**config.mk**
```make
export PLATFORM = sky130hd
export DESIGN_NAME = dac
export DESIGN_NICKNAME = d
export VERILOG_FILES = /design/src/rtl/dac.sv
export SDC_FILE = /design/constraint.sdc
export NUM_CORES = 1
export LEC_CHECK = 0
export CELL_PAD_IN_SITES_DETAIL_PLACEMENT = 0
export CELL_PAD_IN_SITES_GLOBAL_PLACEMENT = 1
export CORE_MARGIN = 1
export CORE_UTILIZATION = 38
export CTS_CLUSTER_DIAMETER = 80
export DETAILED_ROUTE_END_ITERATION = 8
export GPL_ROUTABILITY_DRIVEN = 0
export PLACE_DENSITY_LB_ADDON = 0.1
export SETUP_SLACK_MARGIN = 0.1
export SLEW_MARGIN = 10
export SYNTH_ARGS = -nofsm -noshare
export SYNTH_HDL_FRONTEND = slang
export SYNTH_SLANG_ARGS = --single-unit
```
**constraint.sdc**
```tcl
create_clock -name clock -period 2.5 [get_ports clock]
set_clock_uncertainty 0.05 [all_clocks]
set_input_delay 0.375 -clock clock [delete_from_list [all_inputs] [get_ports clock]]
set_output_delay 0.375 -clock clock [all_outputs]
set_load 0.02 [all_outputs]
```
**src/rtl/dac.sv**
```systemverilog
// rtl/dac.sv - 10-bit SPI DAC writer (MCP4911-class), mode 0, with LDAC strobe.
// Accepts a sample on valid/ready, shifts the 16-bit write command MSB-first, then pulses LDAC.
module dac #(
  parameter logic [15:0] CLOCK_DIV = 16'h00FF,
  parameter logic        BUF       = 1'b0,
  parameter logic        GAIN_1X   = 1'b1
) (
  input  logic       clock,
  input  logic       reset,
  input  logic       valid,
  input  logic [9:0] sample,
  output logic       ready,
  output logic       done,
  output logic       dac_cs_n,
  output logic       dac_sck,
  output logic       dac_sdi,
  output logic       dac_ldac_n
);

  typedef enum logic [2:0] {
    IDLE   = 3'd0,
    SETUP  = 3'd1,
    SCK_HI = 3'd2,
    SCK_LO = 3'd3,
    CS_END = 3'd4,
    LDAC   = 3'd5
  } state_t;

  state_t      state_q, state_d;
  logic [15:0] cnt_q, cnt_d;
  logic [3:0]  bit_q, bit_d;
  logic [15:0] shift_q, shift_d;
  logic        ready_q, ready_d;
  logic        done_q, done_d;
  logic        cs_n_q, cs_n_d;
  logic        sck_q, sck_d;
  logic        sdi_q, sdi_d;
  logic        ldac_n_q, ldac_n_d;

  logic [15:0] frame;
  logic        phase_end;
  logic        in_frame;

  assign frame     = {1'b0, BUF, GAIN_1X, 1'b1, sample, 2'b00};
  assign phase_end = (cnt_q == CLOCK_DIV);

  always_comb begin
    state_d = state_q;
    cnt_d   = cnt_q;
    bit_d   = bit_q;
    shift_d = shift_q;
    if (state_q == IDLE) begin
      cnt_d = 16'd0;
      bit_d = 4'd0;
      if (valid) begin
        state_d = SETUP;
        shift_d = frame;
      end
    end else if (!phase_end) begin
      cnt_d = cnt_q + 16'd1;
    end else begin
      cnt_d = 16'd0;
      case (state_q)
        SETUP:  state_d = SCK_HI;
        SCK_HI: begin
          if (bit_q == 4'd15) begin
            state_d = CS_END;
            bit_d   = 4'd0;
          end else begin
            state_d = SCK_LO;
            bit_d   = bit_q + 4'd1;
            shift_d = {shift_q[14:0], 1'b0};
          end
        end
        SCK_LO: state_d = SCK_HI;
        CS_END: state_d = LDAC;
        LDAC:   state_d = IDLE;
        default: state_d = IDLE;
      endcase
    end
  end

  // Outputs are decoded from the next state so every pin comes straight off a flop.
  always_comb begin
    in_frame = (state_d == SETUP) || (state_d == SCK_HI) || (state_d == SCK_LO);
    ready_d  = (state_d == IDLE);
    done_d   = (state_d == LDAC) && (cnt_d == CLOCK_DIV);
    cs_n_d   = !in_frame;
    sck_d    = (state_d == SCK_HI);
    sdi_d    = in_frame ? shift_d[15] : 1'b0;
    ldac_n_d = (state_d != LDAC);
  end

  always_ff @(posedge clock) begin
    if (reset) begin
      state_q  <= IDLE;
      cnt_q    <= 16'd0;
      bit_q    <= 4'd0;
      shift_q  <= 16'd0;
      ready_q  <= 1'b1;
      done_q   <= 1'b0;
      cs_n_q   <= 1'b1;
      sck_q    <= 1'b0;
      sdi_q    <= 1'b0;
      ldac_n_q <= 1'b1;
    end else begin
      state_q  <= state_d;
      cnt_q    <= cnt_d;
      bit_q    <= bit_d;
      shift_q  <= shift_d;
      ready_q  <= ready_d;
      done_q   <= done_d;
      cs_n_q   <= cs_n_d;
      sck_q    <= sck_d;
      sdi_q    <= sdi_d;
      ldac_n_q <= ldac_n_d;
    end
  end

  assign ready      = ready_q;
  assign done       = done_q;
  assign dac_cs_n   = cs_n_q;
  assign dac_sck    = sck_q;
  assign dac_sdi    = sdi_q;
  assign dac_ldac_n = ldac_n_q;

endmodule
```
==> summary.md, run 1 <==
| Metric | Value |
|---|---|
| Status | `finished, final reports clean` |
| Setup crit start | `cnt_q[9]$_SDFF_PP0_` |
| Initial DRC count | `~100` |
| Synth cell count leaders | `dfxtp_1 (44), nor2_1 (25), nand2_1 (24), a21oi_1 (22), nand3_1 (13)` |
| Register area share after synthesis | `a little over two fifths` |
| Worst-Margin Slew | `between 0.6 and 0.7 ns` |
| Slew margin rel. | `slightly below 60%` |
| Async SR Flop Fraction | `0%` |
| Mapped Cells | `between 200 and 250` |
| Most frequent CP cell | `or4_4` |
| Slew Limit Fails | `0` |
| Drt first pass iters | `4` |
| Port-buffer cells | `18` |
| Pwr/cell area | `577.6 nW/um^2` |
| CP Launch Type | `register` |
| Clk buf depth | `2` |
| Setup crit end | `dac_cs_n$_SDFF_PP1_` |
| Compound-Gate Fraction of Synth Area | `between 10% and 20%` |
| Mux cell area share after synthesis | `0.4875%` |
| GRT Total Usage | `around 17%` |
| Vias | `~1700` |
| Fill cells | `between 500 and 600` |
| Adder-Cell Fraction of Synth Area | `between 1 and 1.5%` |
| Vias in the first global route | `1460` |
| Slowest stage cell on the critical path | `or4_4` |
| Antenna cell count | `0` |
| Syn nets | `around 260` |
| Tcrit/Tclk final | `between 90% and 100%` |
| CTS tree | `yes` |
| Highest Clock Rate | `between 0.4 and 0.5 GHz` |
| Largest net degree at the start of global routing | `18` |
| Netlist cell types | `45` |
| Max Cap Viol | `0` |
| Xor/xnor share of the synthesized area | `under 10%` |
| Reg2reg start | `cnt_q[9]$_SDFF_PP0_` |
| DRC | `0` |
| Root Buffer | `clkbuf_8` |
| I/O pin cnt | `19` |
| Die ar. | `between 5000 and 6000 um^2` |
| TritonCTS buffer count | `5` |
| Main combinational cell family by area after synthesis | `simple AND/OR/NAND/NOR gates` |
| Num rows | `26` |
| Clock transition at path regs | `approximately 0.08 ns` |
| Starting Density | `between 30% and 40%` |
| WS Path Type | `register to register` |
| Setup WS post-layout | `between 0.15 and 0.2 ns` |
| Yosys top cell area share | `between 40% and 50%` |
| R2R Setup Slk | `about 0.18 ns` |
| Hold-fix buffers, CTS | `0` |
| Ys flop type | `dfxtp_1` |
| Synth area leader | `dfxtp_1` |
| Hold crit path type | `register to register` |
| Hold wc startpoint | `shift_q[5]$_SDFFE_PP0P_` |
| Most frequent cell after synthesis | `dfxtp_1` |
| Worst-Skew Late Latency | `between 0.2 and 0.3 ns` |
| R2R depth | `5` |
| Clock Sinks | `44` |
| P&R area growth vs syn | `18.71%` |
| Pre-CTS setup slack | `about 0.12 ns` |
| Hpwl dp | `3.135 mm` |
| Number of failing hold endpoints at the final stage | `0` |
| Layout net count | `about 280` |
| Die Ht | `75.51 um` |
| DR vias/cell | `5.120` |
| Reg-to-reg endpoint | `dac_cs_n$_SDFF_PP1_` |
| Final setup viols | `0` |
| Post-CTS Setup Bufs | `0` |
| CTS HTree Levels | `2` |
| Drt wl/cell | `roughly 13 um` |
| Max incr delay on CP | `0.55 ns` |
| Post-Route WL | `between 4 and 5 mm` |
| Syn avg cell area | `around 8.6 um^2` |
| Initial antenna violation count | `0` |
| Grt ovf | `0` |
| Core footprint | `around 5000 um^2` |
| Worst EP arrival | `2.45 ns` |
| Layout cells sized above 1 | `11.36%` |
| Remaining antenna violation count | `0` |
| Mapped cell area | `2053 um^2` |
| Overall power | `about 1.4 mW` |
| Post-synth EDFFs | `0` |
| Leakage | `around 0.85 nW` |
| CP Max Fanout | `5` |
| WP data required | `2.62 ns` |
| Top cells by area, synth | `dfxtp_1 (43%), a21oi_1 (5.4%), nor2_1 (4.6%)` |
| Unrepaired setup endpoints after global routing | `false` |
| Hold_ws | `0.4062 ns` |
| Simple-gate share of the synthesized area | `a little over a quarter` |
| Synthesis Warnings | `0` |
| First-pass GRT wire length | `roughly 7 mm` |
| Worst Setup End Kind | `register` |
| Crit path time final | `about 2.3 ns` |
| Die X | `between 70 and 80 um` |
| Final TNS setup | `0 ns` |
| Worst vdd ir | `approximately 0.38 mV` |
| Seq cells post-synth | `44` |
| PostCTS Resize Cnt | `0` |
| CP Cell Sequence | `or4_4 > or4_4 > or3b_1 > a21oi_4 > o21ai_0` |
-- cells by family (layout without fill, tap and decap cells) --
group / Yosys count / count (layout)
simple gates: 107 / 107
mux: 1 / 1
buf+inv: 19 / 43
flops: 44 / 44
fa+ha+maj: 2 / 2
xor+xnor: 18 / 18
compound gates: 49 / 49
-- critical path: cells and delay by family, from the launching register on --
kind               cells  cell delay (ns)
and+or+nand+nor        3             1.50
AOI/OAI and AO/OA      2             0.32
DFF                    1             0.33
-- metrics by stage --
stage | area (um^2) | utilization, % | std cells
after global placement | 2298 | 44.72 | 326
after floorplan | 2053 | - | 240
final | 2437 | 47.42 | 334
after global routing | 2437 | 47.42 | 334
after CTS | 2420 | 47.08 | 334
after detailed placement | 2298 | 44.72 | 326
-- worst min-delay path by stage --
stage	to	cells after the start	slack, ns
after floorplan	shift_q[14]$_SDFFE_PP0P_	2	0.38
after global placement	shift_q[6]$_SDFFE_PP0P_	2	0.39
after detailed placement	shift_q[5]$_SDFFE_PP0P_	2	0.40
after CTS	shift_q[5]$_SDFFE_PP0P_	2	0.41
after global routing	shift_q[8]$_SDFFE_PP0P_	2	0.42
final	shift_q[5]$_SDFFE_PP0P_	2	0.41
-- final cells by class --
cell class	instances	area, um^2	share of cell area (%)
Clock buffer	6	82.58	3.388
Multi-Input combinational cell	177	1055	43.28
Clock inverter	2	38.79	1.591
Inverter	4	15.01	0.6160
Tap cell	70	87.58	3.593
Sequential cell	44	880.8	36.14
Timing Repair Buffer	31	277.8	11.40
-- layer usage --
layer | wire length [um] | global-route usage [%]
met3 | 222 | 3.968
met1 | 2253 | 25.78
met2 | 1901 | 23.61
met4 | 43 | 5.556
met5 | 0 | 0
-- state kept, by name, summed over array words and instances, names as in the netlist --
signal / count
shift_q: 15
dac_ldac_n: 1
done: 1
cnt_q: 16
state_q: 3
bit_q: 4
dac_cs_n: 1
dac_sck: 1
dac_sdi: 1
ready: 1
-- cell usage in the layout, fill, tap and decap left out, types with 2 or more instances in the layout --
cell type,instances
and3_1,6
inv_1,4
nand3b_1,2
nand2_1,24
nor2_1,25
a22oi_1,10
nand2b_1,2
dfxtp_1,44
xor2_1,8
or3_1,4
a21oi_1,22
nand4_1,5
nor4_1,3
ha_1,2
clkbuf_8,6
buf_4,13
clkdlybuf4s50_1,18
nand3_1,13
or4_4,3
nor3_1,12
o21ai_0,4
nor2b_1,2
xnor2_1,10
-- power breakdown --
part           total, mW  switching [mW]  internal [mW]  leakage [nW]
clock network      0.566           0.239          0.327        0.0614
logic              0.106          0.0544         0.0515         0.430
registers          0.736          0.0142          0.722         0.357
total               1.41           0.308           1.10         0.849
No activity file was read; power rests on OpenSTA's default activity.
==> run 2: changes to the inputs <==
--- a/config.mk
+++ b/config.mk
@@ -5,6 +5,7 @@
 export SDC_FILE = /design/constraint.sdc
 export NUM_CORES = 1
 export LEC_CHECK = 0
+export ABC_CLOCK_PERIOD_IN_PS = 2500
 export CELL_PAD_IN_SITES_DETAIL_PLACEMENT = 0
 export CELL_PAD_IN_SITES_GLOBAL_PLACEMENT = 1
 export CORE_MARGIN = 1
==> results of run 2 <==
Final layout, timing and power as in run 1 (identical DEF).
